### config.mk
export PLATFORM = sky130hd
export DESIGN_NAME = root_digit_squarer
export DESIGN_NICKNAME = d
export VERILOG_FILES = /design/src/rtl/root_pkg.sv /design/src/rtl/sq_digit_step.sv /design/src/rtl/root_digit_squarer.sv
export SDC_FILE = /design/constraint.sdc
export NUM_CORES = 1
export LEC_CHECK = 0
export ABC_AREA = 1
export CAP_MARGIN = 20
export CORE_ASPECT_RATIO = 1.1
export CORE_MARGIN = 2
export CORE_UTILIZATION = 59
export DETAILED_ROUTE_END_ITERATION = 8
export PLACE_DENSITY = 0.84
export SLEW_MARGIN = 40
export SYNTH_ARGS = -nofsm -noshare
export SYNTH_HDL_FRONTEND = slang
export SYNTH_SLANG_ARGS = --single-unit
### constraint.sdc
create_clock -name i_clk -period 4.55 [get_ports i_clk]
set_input_delay 0.6825 -clock i_clk [delete_from_list [all_inputs] [get_ports i_clk]]
set_output_delay 0.6825 -clock i_clk [all_outputs]
set_load 0.05 [all_outputs]
### src/rtl/root_pkg.sv
// root_pkg: definitions shared by the digit-serial square-root unit and its
// squarer partner. Holds the root-digit encodings, the control state enum and
// the default operand widths.
package root_pkg;

   // Default number of root digits per operation.
   localparam int unsigned ROOT_N = 4;
   // Integer root width and square width for the default digit count.
   localparam int unsigned Y_W    = ROOT_N + 1;
   localparam int unsigned S_W    = 2 * ROOT_N + 2;

   // Root digit encodings (MSB-first, weight 2^-i).
   localparam logic [1:0] DIG_ZERO = 2'b00;
   localparam logic [1:0] DIG_ONE  = 2'b01;
   localparam logic [1:0] DIG_TWO  = 2'b10;
   localparam logic [1:0] DIG_BAD  = 2'b11;

   typedef enum logic [1:0] {
      IDLE,
      ACCUM,
      EMIT
   } root_state_e;

endpackage

### src/rtl/sq_digit_step.sv
// sq_digit_step: one combinational step of the digit-serial squarer.
// Appends root digit d to Y and updates the running square S so that S == Y*Y
// holds after every step:
//   Y' = 2Y + d
//   S' = 4S + 4*Y*d + d*d   (old Y)
// Y*d is a select/shift, so no multiplier is inferred. An illegal digit (11)
// is treated as 0 and flagged on bad_o.
// Ports:
//   y_i   [N:0]      current partial root
//   s_i   [2N+1:0]   current partial square
//   d_i   [1:0]      incoming root digit
//   y_o   [N:0]      updated partial root
//   s_o   [2N+1:0]   updated partial square
//   bad_o            d_i was the illegal encoding
module sq_digit_step
   import root_pkg::*;
#(
   parameter int unsigned N = ROOT_N
) (
   input  logic [N:0]     y_i,
   input  logic [2*N+1:0] s_i,
   input  logic [1:0]     d_i,
   output logic [N:0]     y_o,
   output logic [2*N+1:0] s_o,
   output logic           bad_o
);

   localparam int unsigned YW = N + 1;
   localparam int unsigned SW = 2 * N + 2;

   logic [1:0]    d_eff;
   logic [SW-1:0] y_ext;
   logic [SW-1:0] yd;
   logic [SW-1:0] dd;

   assign bad_o = (d_i == DIG_BAD);
   assign d_eff = bad_o ? DIG_ZERO : d_i;
   assign y_ext = SW'(y_i);

   always_comb begin
      yd = '0;
      dd = '0;
      case (d_eff)
         DIG_ONE: begin
            yd = y_ext;
            dd = SW'(1);
         end
         DIG_TWO: begin
            yd = y_ext << 1;
            dd = SW'(4);
         end
         default: begin
            yd = '0;
            dd = '0;
         end
      endcase
   end

   assign y_o = {y_i[YW-2:0], 1'b0} + YW'(d_eff);
   assign s_o = (s_i << 2) + (yd << 2) + dd;

endmodule

### src/rtl/root_digit_squarer.sv
// root_digit_squarer: digit-serial squarer. Takes N root digits {0,1,2}
// MSB-first, builds Y and Y^2 on the fly, then emits Y^2 as N+1 two-bit
// digits MSB-first with a valid/ready handshake.
// Ports:
//   i_clk, i_Reset     clock, asynchronous active-high reset
//   i_start            begin an operation (only taken in IDLE)
//   i_valid, i_d       input root digit stream; o_ready accepts it
//   o_x, o_valid       output square digit stream; i_ready accepts it
//   o_last             final output digit
//   o_sq               full square, stable during EMIT
//   o_error            sticky illegal-digit flag for the current operation
//   o_busy             high in ACCUM or EMIT
module root_digit_squarer
   import root_pkg::*;
#(
   parameter int unsigned N = ROOT_N
) (
   input  logic           i_clk,
   input  logic           i_Reset,
   input  logic           i_start,
   input  logic           i_valid,
   input  logic [1:0]     i_d,
   output logic           o_ready,
   output logic [1:0]     o_x,
   output logic           o_valid,
   input  logic           i_ready,
   output logic           o_last,
   output logic [2*N+1:0] o_sq,
   output logic           o_error,
   output logic           o_busy
);

   localparam int unsigned YW = N + 1;
   localparam int unsigned SW = 2 * N + 2;
   localparam int unsigned CW = $clog2(N + 2);

   localparam logic [CW-1:0] CntLast = CW'(N - 1);
   localparam logic [CW-1:0] KLast   = CW'(N);

   root_state_e   state_q;
   logic [YW-1:0] y_q;
   logic [SW-1:0] s_q;
   logic [CW-1:0] count_q;
   logic [CW-1:0] k_q;
   logic          ready_q;
   logic          valid_q;
   logic          last_q;
   logic          error_q;
   logic          busy_q;
   logic [1:0]    x_q;

   logic [YW-1:0] y_d;
   logic [SW-1:0] s_d;
   logic          bad_d;
   logic [CW-1:0] k_nxt;

   // Output digit k is S[2N+1-2k : 2N-2k].
   function automatic logic [1:0] sq_digit(input logic [SW-1:0] s, input logic [CW-1:0] k);
      logic [SW-1:0] t;
      t = s >> (2 * (N - 32'(k)));
      return t[1:0];
   endfunction

   sq_digit_step #(
      .N (N)
   ) u_step (
      .y_i   (y_q),
      .s_i   (s_q),
      .d_i   (i_d),
      .y_o   (y_d),
      .s_o   (s_d),
      .bad_o (bad_d)
   );

   assign k_nxt = k_q + 1'b1;

   always_ff @(posedge i_clk or posedge i_Reset) begin
      if (i_Reset) begin
         state_q <= IDLE;
         y_q     <= '0;
         s_q     <= '0;
         count_q <= '0;
         k_q     <= '0;
         ready_q <= 1'b0;
         valid_q <= 1'b0;
         last_q  <= 1'b0;
         error_q <= 1'b0;
         busy_q  <= 1'b0;
         x_q     <= DIG_ZERO;
      end else begin
         unique case (state_q)
            IDLE: begin
               if (i_start) begin
                  y_q     <= '0;
                  s_q     <= '0;
                  count_q <= '0;
                  k_q     <= '0;
                  error_q <= 1'b0;
                  ready_q <= 1'b1;
                  busy_q  <= 1'b1;
                  state_q <= ACCUM;
               end
            end
            ACCUM: begin
               if (i_valid && ready_q) begin
                  y_q     <= y_d;
                  s_q     <= s_d;
                  count_q <= count_q + 1'b1;
                  if (bad_d) begin
                     error_q <= 1'b1;
                  end
                  if (count_q == CntLast) begin
                     // First output digit comes straight from the final update so
                     // o_valid rises one cycle after the last acceptance.
                     state_q <= EMIT;
                     ready_q <= 1'b0;
                     valid_q <= 1'b1;
                     k_q     <= '0;
                     x_q     <= sq_digit(s_d, '0);
                     last_q  <= (KLast == '0);
                  end
               end
            end
            EMIT: begin
               if (valid_q && i_ready) begin
                  if (k_q == KLast) begin
                     valid_q <= 1'b0;
                     last_q  <= 1'b0;
                     busy_q  <= 1'b0;
                     x_q     <= DIG_ZERO;
                     state_q <= IDLE;
                  end else begin
                     k_q    <= k_nxt;
                     x_q    <= sq_digit(s_q, k_nxt);
                     last_q <= (k_nxt == KLast);
                  end
               end
            end
            default: state_q <= IDLE;
         endcase
      end
   end

   assign o_ready = ready_q;
   assign o_valid = valid_q;
   assign o_x     = x_q;
   assign o_last  = last_q;
   assign o_sq    = s_q;
   assign o_error = error_q;
   assign o_busy  = busy_q;

endmodule

* Yosys cells after proc, flatten, opt, wreduce, memory -nomap -nowiden
Index checks and enable logic that the tools add are counted.
** Cells by class
- Add/sub/neg operators :: 6
- Equality and inequality tests :: 15
- Shift operators :: 1
- Mux-type cells :: 45
- Reductions and logical operators :: 15
** Operators by type and width (count)
- >> shifter 10 x 32 -> 2 bit :: 1
- two-way mux 10 bit :: 2
- two-way mux 2 bit :: 10
- one-hot mux 10 bit (2 select lines) :: 1
- two-way mux 3 bit :: 6
- AND reduction 4 bit :: 4
- two-way mux 1 bit :: 12
- inequality test 2 bit, second input constant :: 6
- one-hot mux 3 bit (2 select lines) :: 2
- one-hot mux 6 bit (2 select lines) :: 1
- adder 10 bit :: 1
- adder 10 x 3 -> 10 bit :: 1
- two-way mux 5 bit :: 2
- one-hot mux 1 bit (2 select lines) :: 5
- one-hot mux 5 bit (2 select lines) :: 1
- AND reduction 5 bit :: 2
- one-hot mux 3 bit (3 select lines) :: 1
- adder 3 x 1 -> 3 bit, second input constant :: 2
- == test 2 bit, second input constant :: 3
- == test 3 bit, second input constant :: 2
- one-hot mux 2 bit (3 select lines) :: 1
- AND reduction 6 bit :: 1
- nonzero test 2 bit :: 3
- adder 5 x 2 -> 5 bit :: 1
- other kinds (9) :: 11
** Storage, ports and cells
- Bits in registers :: 30
- Bits of input ports :: 7
- Output and inout bits :: 17

* Longest topological paths before layout
Gate-level depths: netlist of the first run.
- Depth in word-level cells :: 9
- Mapped depth :: 15

* Modules after synthesis
Synthesis of the first run repeated with hierarchy kept, for this count alone.
** Second synthesis, totals
- Cells, all modules :: 257
- Area, all modules :: 2059.5 um^2
** Modules (own cells, without submodules)
- root_digit_squarer :: instances 1, cells an instance 170, area each 1485.2 um^2
- sq_digit_step :: instances 1, cells an instance 87, area each 574.3 um^2

* Least setup slack after synthesis of the first run
Ideal clock, no wire load.
- Path kind :: input to register
- Start :: in i_d[0]
- End :: reg x_q[1] (netlist: o_x[1])
- Data arrival time :: 2.376 ns
- Data required time :: 4.432 ns
- Slack :: 2.056 ns
- Stages :: 15
- Buffers on the path :: 0
- Cell sequence :: inv_1 -> ha_1 -> nor2_1 -> nand2_1 -> fa_1 -> inv_1 -> ha_1 -> ha_1 -> nand2_1 -> nand3_1 -> nand2_1 -> nand3_1 -> nand2_1 -> nand2_1 -> nand2_1
** Between the ends
- Longest elaborated chain between the ends :: 9
- Elaborated cells on any way between the ends :: 11
- Classes of those cells :: 2 x add/sub; 3 x eq/ne; 6 x mux
** Ends and longest elaborated chain
- start: declaration :: RTL line root_digit_squarer.sv:22 : input logic [1:0] i_d,
- == test 2 bit :: RTL line sq_digit_step.sv:36 : assign bad_o = (d_i == DIG_BAD);
- two-way mux 2 bit * :: RTL line sq_digit_step.sv:37 : assign d_eff = bad_o ? DIG_ZERO : d_i;
- == test 2 bit / == test 2 x 1 -> 1 bit (equally long branches) :: RTL line sq_digit_step.sv:43 : case (d_eff)
- one-hot mux 6 bit (2 select lines) :: RTL line sq_digit_step.sv:43
- adder 10 bit :: RTL line sq_digit_step.sv:60 : assign s_o = (s_i << 2) + (yd << 2) + dd;
- adder 10 x 3 -> 10 bit * :: RTL line sq_digit_step.sv:60
- two-way mux 2 bit * :: RTL line root_digit_squarer.sv:112 : if (count_q == CntLast) begin
- two-way mux 2 bit * :: RTL line root_digit_squarer.sv:105 : if (i_valid && ready_q) begin
- one-hot mux 2 bit (2 select lines) * :: RTL line root_digit_squarer.sv:91 : unique case (state_q)
- end signal: assignment :: RTL line root_digit_squarer.sv:119 : x_q <= sq_digit(s_d, '0);
- end signal: assignment :: RTL line root_digit_squarer.sv:134 : x_q <= sq_digit(s_q, k_nxt);
- end: declaration :: RTL line root_digit_squarer.sv:50 : logic [1:0] x_q;
Every way passes the cells marked *; elsewhere a longest branch is shown, timed or not. The select of a mux whose other input is x is not followed.
A chain may end at the register's enable or synchronous reset.

* Worst setup path in the final report of the first run
- Start :: in i_d[0]
- End :: reg x_q[0] (netlist: o_x[0])
The elaborated chain is that of the path after synthesis.

==> results of run 1 <==
through the flow:
step                      power [mW]  instances  instance area [um^2]  worst slack, ns  utilization (%)
final                          1.381        296                  2198            1.647            71.51
after global routing           1.485        296                  2198            1.488            71.51
after CTS                      1.383        296                  2198            1.653            71.51
after detailed placement       1.214        292                  2146            1.349            69.80
after global placement         1.201        292                  2146            1.409            69.80
after floorplan                1.004        240                  1913            2.056                -
sequential cells by signal, summed over array words and instances (netlist names), 2 cells and up:
register	cells
count_q	3
k_q	3
o_sq	8
o_x	2
state_q	2
y_q	5
routing by layer:
metal / vias up / routed length (um)
li1: 828 / -
met3: 4 / 176
met1: 742 / 1761
met2: 33 / 1877
met4: 0 / 34
met5: - / 0
cell families after synthesis:
| kind of cell | after synthesis | synth area share, % |
|---|---|---|
| AO/OA/AOI/OAI | 31 | 10.33 |
| XOR/XNOR | 4 | 1.832 |
| adder cells (fa/ha/maj) | 24 | 16.09 |
| buffers and inverters | 38 | 8.371 |
| flip-flops | 28 | 36.63 |
| other | 1 | 0.1960 |
| AND/OR/NAND/NOR | 114 | 26.55 |
worst paths after layout:
kind / start / to / slack (ns) / depth (start not counted)
setup reg to reg: y_q[0] / o_x[1] / 2.38 / 14
max in group asynchronous: i_Reset / o_sq[7] / 3.46 / 2
hold reg to reg: count_q[0] / count_q[0] / 0.49 / 1
min in group asynchronous: i_Reset / y_q[3] / 0.70 / 2
hold / removal: count_q[0] / count_q[0] / 0.49 / 1
setup / recovery: i_d[0] / o_x[0] / 1.65 / 14
cells in the mapped netlist:
library cell and instances:
nand2_1 64, dfrtp_1 28, inv_1 28, nand3_1 27, ha_1 23, nor2_1 13, a21oi_1 11, o21ai_0 11
o22ai_2 4, inv_2 3, nand4_1 3, xnor2_1 3, buf_4 2, clkinv_1 2, nor2_2 2, o21ai_1 2
a21oi_2 1, a31o_2 1, a32o_1 1, buf_6 1, clkbuf_1 1, conb_1 1, fa_1 1, inv_4 1
nand2_4 1, nand3b_1 1, nor3_1 1, nor3_4 1, nor3b_2 1, xor2_1 1
report_power, final:
group,switching [mW],leakage (nW),internal [mW]
logic,0.520,0.752,0.264
registers,0.0895,0.367,0.341
clock network,0.0772,0.0279,0.0892
area by class of cell:
type                            instances  area [um^2]  area share (%)
Clock inverter                          1        30.03           1.366
Sequential cell                        28        700.7           31.87
Multi-Input combinational cell        174         1052           47.87
Inverter                               34        130.1           5.919
Timing Repair Buffer                   22        220.2           10.02
Clock buffer                            3        22.52           1.024
Tap cell                               34        42.54           1.935
==> results by group, run 1 <==
Worst setup path
  – Largest stage delay on the critical path: approximately 0.5 ns
  – Crit-path most repeated cell: nand2_1
  – Crit Path Category: input pin to flip-flop
  – Cell family with most CP delay: adder cells
  – Crit path launch type: input pin
  – Setup crit end kind: flip-flop
  – CP Data Arrival Time: 3.15 ns
  – Slowest CP cell: clkdlybuf4s50_1
  – Worst Path Max Fanout: 6
  – Critical path buffer and inverter count: 3
  – CP cell instances: clkdlybuf4s50_1, inv_1, ha_1, a21oi_1, ha_1, ha_1, nand2_1, inv_1, a21oi_1, nand3_1, nand3_1, nand2_1, nand2_1, nand2_1
  – Critical Path RT: about 4.8 ns

Logic synthesis
  – Synthesized instance count: between 200 and 250
  – Synthesized area per cell: between 7 and 8 um^2
  – Post-synth cell types: 30
  – Sequential fraction of the synthesis area: a little over a third
  – Register bit total from synthesis: 28
  – Synth top area share: about 37%
  – Synth area leader: dfrtp_1
  – Syn Std Cell Area: 0.001913 mm^2
  – Top cells by area, synth: dfrtp_1, ha_1, nand2_1
  – Synth warn: 0
  – Syn nets: roughly 270

Global routing
  – Initial antenna violation count: 0
  – Gr usage total: 23.49%
  – Largest net degree at the start of global routing: 29
  – Global-route wire length before repair: 6858 um
  – Global route overflow: 0
  – Grt met2 use: a little under 40%
  – Met3 Use GR: ~3%
  – Most Crowded Layer GR: met2
  – Vias in the first global route: between 1500 and 2000
  – Grt met1 use: between 30% and 40%

Drt
  – DRT Pass-1 Iters: 4
  – Detailed-route wire length: roughly 3900 um
  – Drt via density: 5.429
  – DRC errors left: 0
  – Wire length per cell: around 13 um
  – DR iter-0 viols: 67
  – Antenna Nets Post-Route: 0
  – Vias: between 1500 and 2000

STA
  – RSZ-0062 raised after global routing: no
  – Finish-stage setup viols: 0
  – Final Hold Vio Count: 0
  – Worst Tran Pin Value: slightly below 0.6 ns
  – FMAX: ~340 MHz
  – Slew HR: around 61%
  – Final hold slack: 0.4934 ns
  – Setup TNS: 0 ns
  – Post-route minimum period: slightly below 3 ns
  – Final Max Slew Viols: 0
  – Setup Skew: between 0.01 and 0.015 ns
  – Period utilisation layout: a little under two thirds

Run
  – Max capacitance violation total: 0

CTS
  – Setup Buffers After CTS: 0
  – H-Tree Depth: 1
  – Clk_lat worst skew: approximately 0.34 ns
  – CTS max path bufs: 2
  – TritonCTS sink count: 28
  – CTS tree: done
  – Reg clk slew, reported paths: around 0.16 ns
  – Num CTS Buffers: 3
  – Hold Buf Count CTS: 0
  – Root Driver: clkbuf_4
  – Post_cts resized: 0

Run status
  – Outcome: complete, no violations

Die
  – Core footprint: roughly 0.0031 mm^2
  – # IOs: 24
  – Placement Rows: 21
  – Die Footprint: between 0.003 and 0.004 mm^2
  – Die Wd: roughly 60 um
  – Die Span Y: about 64 um
  – Initial Util: between 60% and 70%

Final layout
  – Nets: roughly 300
  – Diodes inserted: 0
  – Layout cells sized above 1: between 7 and 8%
  – Most common cell after layout, fill and taps aside: nand2_1
  – Most frequent cells in the layout: nand2_1, dfrtp_1, inv_1, nand3_1, ha_1
  – Fillers: 250
  – Area Growth Syn to Fin: 14.91%

Placed design
  – Port bufs: 22
  – Global placement routability congestion: 0.8733
  – DPL Wire Length: between 2000 and 3000 um

Worst hold path
  – Path type of the worst min-delay path: flip-flop to flip-flop

Power
  – Leak pwr: between 1 and 1.5 nW
  – PD cells: around 630 mW/mm^2
  – Worst IR Drop VDD: 0.0005363 V
Note: power is estimated with default switching activity, not from simulation.
==> inputs of run 2 (changes only) <==
Settings changed: CORE_UTILIZATION 59 to 50, PLACE_DENSITY 0.84 to 0.76.
Clock period 4.55 ns to 2.45 ns, I/O delays scaled along.
==> run 2 against run 1 <==
Flip-flop and latch count is the same. First-iteration DRC count rose by 42%. Critical path type unchanged. Clock-buffer cell count is the same. Critical path depth increased by 1. Cell count grew 10%. Via count increased by 3.7%. Total power increased by 99%. Largest cell class unchanged. Routed wire length grew 7.8%. Clock skew decreased by 0.0057 ns. Clock power increased by 120%. Utilization fell by 5.5 points. Sequential power is 84% higher.
==> results by group, run 2 (synthesis results as in run 1) <==
CTS
  – Num CTS Buffers: 3 (unchanged)
  – CTS max path bufs: 2 (unchanged)
  – Setup Buffers After CTS: 0 (unchanged)
  – Clk_lat worst skew: 0.27 ns (was 0.34 ns)
  – TritonCTS sink count: 28 (unchanged)
  – H-Tree Depth: 1 (unchanged)
  – Hold Buf Count CTS: 0 (unchanged)
  – Reg clk slew, reported paths: 0.10 ns (was 0.16 ns)
  – Root Driver: clkbuf_8 (was clkbuf_4)
  – CTS tree: done (unchanged)

STA
  – Setup Skew: 0.004676 ns (was 0.01040 ns)
  – Slew HR: 63.99% (was 60.67%)
  – FMAX: 494.0 MHz
  – Worst Tran Pin Value: 0.5389 ns (was 0.5891 ns)
  – RSZ-0062 raised after global routing: no (unchanged)
  – Post-route minimum period: 2.024 ns
  – Final Max Slew Viols: 0 (unchanged)
  – Finish-stage setup viols: 0 (unchanged)
  – Period utilisation layout: 82.62%
  – Final worst slack: 0.4258 ns (was 1.647 ns)
  – Final Hold Vio Count: 0 (unchanged)

Global routing
  – Grt met2 use: 38.16% (was 38.76%)
  – Gr usage total: 21.02% (was 23.49%)
  – Vias in the first global route: 1554 (was 1572)
  – Largest net degree at the start of global routing: 29 (unchanged)
  – Global-route wire length before repair: 7100 um (was 6858 um)
  – Initial antenna violation count: 0 (unchanged)
  – Most Crowded Layer GR: met2 (unchanged)
  – Met3 Use GR: 2.435% (was 3.080%)
  – Global route overflow: 0 (unchanged)
  – Grt met1 use: 26.91% (was 31.37%)

Power
  – Switch share: 47.60% (was 49.75%)
  – PD cells: 1141 mW/mm^2 (was 628.0 mW/mm^2)
  – Combinational fraction of design power: 58.0% (was 56.8%)
  – Leak pwr: 1.240 nW (was 1.148 nW)
  – Clock share of power: 13.3% (was 12.0%)
  – Switching power: 1.310 mW (was 686.8 uW)
  – Seq pwr share: 28.8% (was 31.2%)
  – Worst IR Drop VDD: 0.0005337 V (was 0.0005363 V)
  – Cell Int Power: 1.441 mW (was 693.7 uW)

Drt
  – Detailed-route wire length: 4149 um (was 3850 um)
  – Wire length per cell: 12.69 um (was 13.01 um)
  – DRC errors left: 0 (unchanged)
  – Antenna Nets Post-Route: 0 (unchanged)
  – Drt via density: 5.095 (was 5.429)
  – DR iter-0 viols: 95 (was 67)
  – Vias: 1666 (was 1607)
  – DRT Pass-1 Iters: 4 (unchanged)

Worst setup path
  – Crit-path most repeated cell: nand2_1 (unchanged)
  – Crit. Startpoint: i_d[1] (was i_d[0])
  – Setup crit end kind: flip-flop (unchanged)
  – CP cell instances: dlymetal6s2s_1, inv_1, ha_1, nand2_1, a21oi_1, ha_1, ha_4, nand2_1, inv_1, a21oi_1, nand3_1, nand3_1, nand2_1, nand2_1, nand2_1 (was clkdlybuf4s50_1, inv_1, ha_1, a21oi_1, ha_1, ha_1, nand2_1, inv_1, a21oi_1, nand3_1, nand3_1, nand2_1, nand2_1, nand2_1)
  – Slowest CP cell: ha_1 (was clkdlybuf4s50_1)
  – Cell family with most CP delay: adder cells (unchanged)
  – RR Endpoint: o_x[1] (unchanged)
  – FF-to-FF setup slack: 0.50 ns (was 2.38 ns)
  – RR Startpoint: y_q[2] (was y_q[0])
  – Register-to-Register Path Depth: 13 (was 14)
  – Crit path launch type: input pin (unchanged)
  – Critical Path RT: 2.62 ns (was 4.79 ns)
  – Critical path buffer and inverter count: 3 (unchanged)
  – Largest stage delay on the critical path: 0.28 ns (was 0.51 ns)
  – Crit Path Category: input pin to flip-flop (unchanged)
  – CP Data Arrival Time: 2.20 ns (was 3.15 ns)
  – Worst Path Max Fanout: 5 (was 6)

Run status
  – Outcome: complete, no violations (unchanged)

Die
  – Core footprint: 0.003655 mm^2 (was 0.003074 mm^2)
  – Die Footprint: 0.004337 mm^2 (was 0.003715 mm^2)
  – Die Wd: 62.98 um (was 58.30 um)
  – Placement Rows: 23 (was 21)
  – # IOs: 24 (unchanged)
  – Initial Util: 52.35% (was 62.23%)
  – Die Span Y: 68.88 um (was 63.72 um)

Final layout
  – Diodes inserted: 0 (unchanged)
  – Max reg flops: 8 (unchanged)
  – Fillers: 312 (was 250)
  – Fin cells: 327 (was 296)
  – Most frequent cells in the layout: nand2_1, dfrtp_1, inv_1, nand3_1, clkdlybuf4s50_1 (was nand2_1, dfrtp_1, inv_1, nand3_1, ha_1)
  – Nets: 309 (was 294)
  – Layout cells sized above 1: 14.80% (was 7.634%)
  – Most common cell after layout, fill and taps aside: nand2_1 (unchanged)
  – Area Growth Syn to Fin: 26.03% (was 14.91%)

Placed design
  – Port bufs: 22 (unchanged)
  – Pre-CTS WS: -0.3646 ns (was 1.349 ns)
  – DPL Wire Length: 3151 um (was 2864 um)
  – DP Cell Count: 323 (was 292)
  – Global placement routability congestion: 0.9479 (was 0.8733)

Worst hold path
  – Path type of the worst min-delay path: input pin to async pin (was flip-flop to flip-flop)

Run
  – Max capacitance violation total: 0 (unchanged)
[run 2: power by group through the flow]
stage,registers [mW],logic [mW],clock network (mW)
after CTS,0.793,1.58,0.378
final,0.791,1.59,0.365
after detailed placement,0.802,1.55,0
after global routing,0.819,1.74,0.394
after floorplan,1.11,0.758,0
after global placement,0.792,1.53,0
[run 2: worst min-delay path, stage by stage]
cell and delay, ns:
clkdlybuf4s50_1 0.40, inv_1 0.05, buf_4 0.33
[run 2: worst max path at each step]
stage / endpoint / slack (ns) / depth (start not counted)
floorplan: o_x[1] / 0.27 / 15
global placement: o_x[0] / -0.33 / 14
detailed placement: o_x[0] / -0.36 / 14
CTS: o_x[1] / 0.03 / 16
global route: o_x[1] / 0.22 / 16
finish: o_x[0] / 0.43 / 15
[run 2: cell type report]
cell class,count,area [um^2],area share (%)
clock inverters,1,30.03,1.245
inverters,34,130.1,5.397
multi-input cells,174,1109,45.98
repair buffers,37,337.8,14.01
well taps,50,62.56,2.595
clock buffers,3,41.29,1.713
flip-flops and latches,28,700.7,29.06
[run 2: through the flow]
step	hold WS (ns)	instance area [um^2]	utilization (%)	TNS (ns)	power, mW
2_1_floorplan	0.4329	1913	-	0	1.864
3_3_place_gp	0.4642	2278	62.34	-1.726	2.325
3_5_place_dp	0.4688	2278	62.34	-2.007	2.355
4_1_cts	0.4696	2377	65.05	0	2.751
5_1_grt	0.4851	2411	65.97	0	2.956
6_report	0.4509	2411	65.97	0	2.751
[run 2: routing by layer]
metal	routed length, um	vias up
li1	-	853
met1	1821	766
met2	2050	43
met3	217	4
met4	59	0
met5	0	-
[run 2: repair_timing]
item | in CTS | in global routing
endpoints found under the hold margin | 0 | 0
resized for setup | 3 | 7
endpoints found under the setup margin | 4 | 5
==> RTL change, RTL diff (config.mk and constraints of run 2) <==
Encoding of `root_state_e`: now one-hot (3 bits for 3 states).
--- a/src/rtl/root_pkg.sv
+++ b/src/rtl/root_pkg.sv
@@ -15,10 +15,10 @@
    localparam logic [1:0] DIG_TWO  = 2'b10;
    localparam logic [1:0] DIG_BAD  = 2'b11;
 
-   typedef enum logic [1:0] {
-      IDLE,
-      ACCUM,
-      EMIT
+   typedef enum logic [2:0] {
+      IDLE  = 3'b001,
+      ACCUM = 3'b010,
+      EMIT  = 3'b100
    } root_state_e;
 
 endpackage
Check against the original RTL: same outputs for any inputs over 10 cycles, from zero or initial values and one cycle with i_Reset high; not proved beyond that.
==> RTL change against run 2 <==
Utilization grew 2.0 points; routed wire length grew 12%; total power shrank 17%; sequential cell count grew 1; die area grew 3.1%; area after synthesis grew 3.3%; worst setup slack lost 57 ps; clock skew grew 3.0 ps; cell area grew 4.7%.
==> RTL change: results <==
{
  "status": "complete, no violations",
  "stdcell_count": 346,
  "cts_made_buffers": 5,
  "grt_max_degree": 30,
  "synth_nets": 290,
  "synth.area.top_cells": "dfrtp_1 (35%), nand2_1 (15%), ha_1 (15%)",
  "largest_register_ffs": 9,
  "clk_latency_ps": 290,
  "gp_congestion": 0.945,
  "critPathMaxFanout": 4,
  "syn_inst": 259,
  "drive_gt1_share_pct": 12.5,
  "synth_cell_types": 28,
  "fin_worst_skew_ps": 7.66,
  "grt_pass1_vias": 1742,
  "grt_pass1_wl_mm": 7.67,
  "nets": 326,
  "ff2ff_setup_slack_ps": 420,
  "irDropWorstVdd_mv": 0.753,
  "dp_cells": 338,
  "synth_common_cells": "nand2_1 (78), inv_1 (40), dfrtp_1 (28)",
  "cts_max_level": 2,
  "ys_seq_area_share_pct": 36.8,
  "intPower_w": 0.00127,
  "p_leak_nw": 1.31,
  "clkTransAtPathRegs_ps": 70,
  "wl_mm": 4.67,
  "via_per_inst": 5.16,
  "r2r-start": "o_sq[0]$_DFFE_PP0P_"
}
## RTL change: cell count changes in the layout (fill, tap and decap cells not counted), moves of 3 or more
cell / run 2 / this run
a22o_1: 0 / 4
nand2_1: 64 / 78
inv_1: 27 / 39
buf_4: 15 / 9
o22ai_1: 0 / 4
nand3_1: 27 / 13
clkbuf_8: 3 / 6
o22ai_2: 4 / 0
o21ai_0: 11 / 20
## RTL change: cells by family (layout without fill, tap and decap cells)
family | count (synthesis) | in the layout | synth area share [%]
compound gates | 45 | 45 | 13.0
xor+xnor | 3 | 3 | 1.33
fa+ha+maj | 24 | 24 | 15.6
buf+inv | 44 | 81 | 9.12
flops | 29 | 29 | 36.8
other cells | 1 | 1 | 0.190
simple gates | 113 | 113 | 24.0
## RTL change: metal layers
| layer | share of wire [%] | GRT usage, % |
|---|---|---|
| met5 | 0 | 0 |
| met4 | 1.7 | 8.45 |
| met3 | 5.0 | 4.67 |
| met2 | 50 | 38.4 |
| met1 | 43 | 26.3 |
## RTL change: cell type report
class / instances / share of cell area [%]
clock inverters: 1 / 1.19
well taps: 50 / 2.48
clock buffers: 7 / 3.42
flip-flops and latches: 29 / 28.8
multi-input cells: 186 / 46.0
repair buffers: 32 / 12.0
inverters: 41 / 6.10
## RTL change: timing repair
item	4_1_cts	5_1_grt
pin swaps	0	9
hold buffers	0	0
gates resized for setup	5	12
endpoints found under the hold margin	0	0
setup endpoints to repair	4	7
## RTL change: metrics by stage
stage                     hold slack [ps]  instance area [sq um]  util, %  worst slack, ps
final                                 445                   2520     68.0              369
after global routing                  509                   2520     68.0              268
after CTS                             465                   2450     66.1             3.61
after detailed placement              481                   2310     62.2             -336
after global placement                472                   2310     62.2             -247
after floorplan                       445                   1980        -              309
## RTL change: critical path, stage by stage
cell and delay, ps:
dlymetal6s2s_1 170, inv_1 100, ha_4 170, buf_4 140, nand2_1 60, a21oi_1 70, ha_1 220, ha_4 290
nand2_1 100, nor2_1 100, nand2_1 110, nand2_1 80, nand2_1 60, nand3_1 70, nand2_1 50, nand2_1 60
nand2_1 50
## RTL change: power groups by stage
| stage | clock, W | combinational (W) | sequential, W |
|---|---|---|---|
| finish | 0.000522 | 0.00108 | 0.000693 |
| global route | 0.000547 | 0.00120 | 0.000707 |
| CTS | 0.000520 | 0.00107 | 0.000692 |
| detailed placement | 0 | 0.00105 | 0.000699 |
| global placement | 0 | 0.00103 | 0.000697 |
| floorplan | 0 | 0.000612 | 0.000844 |
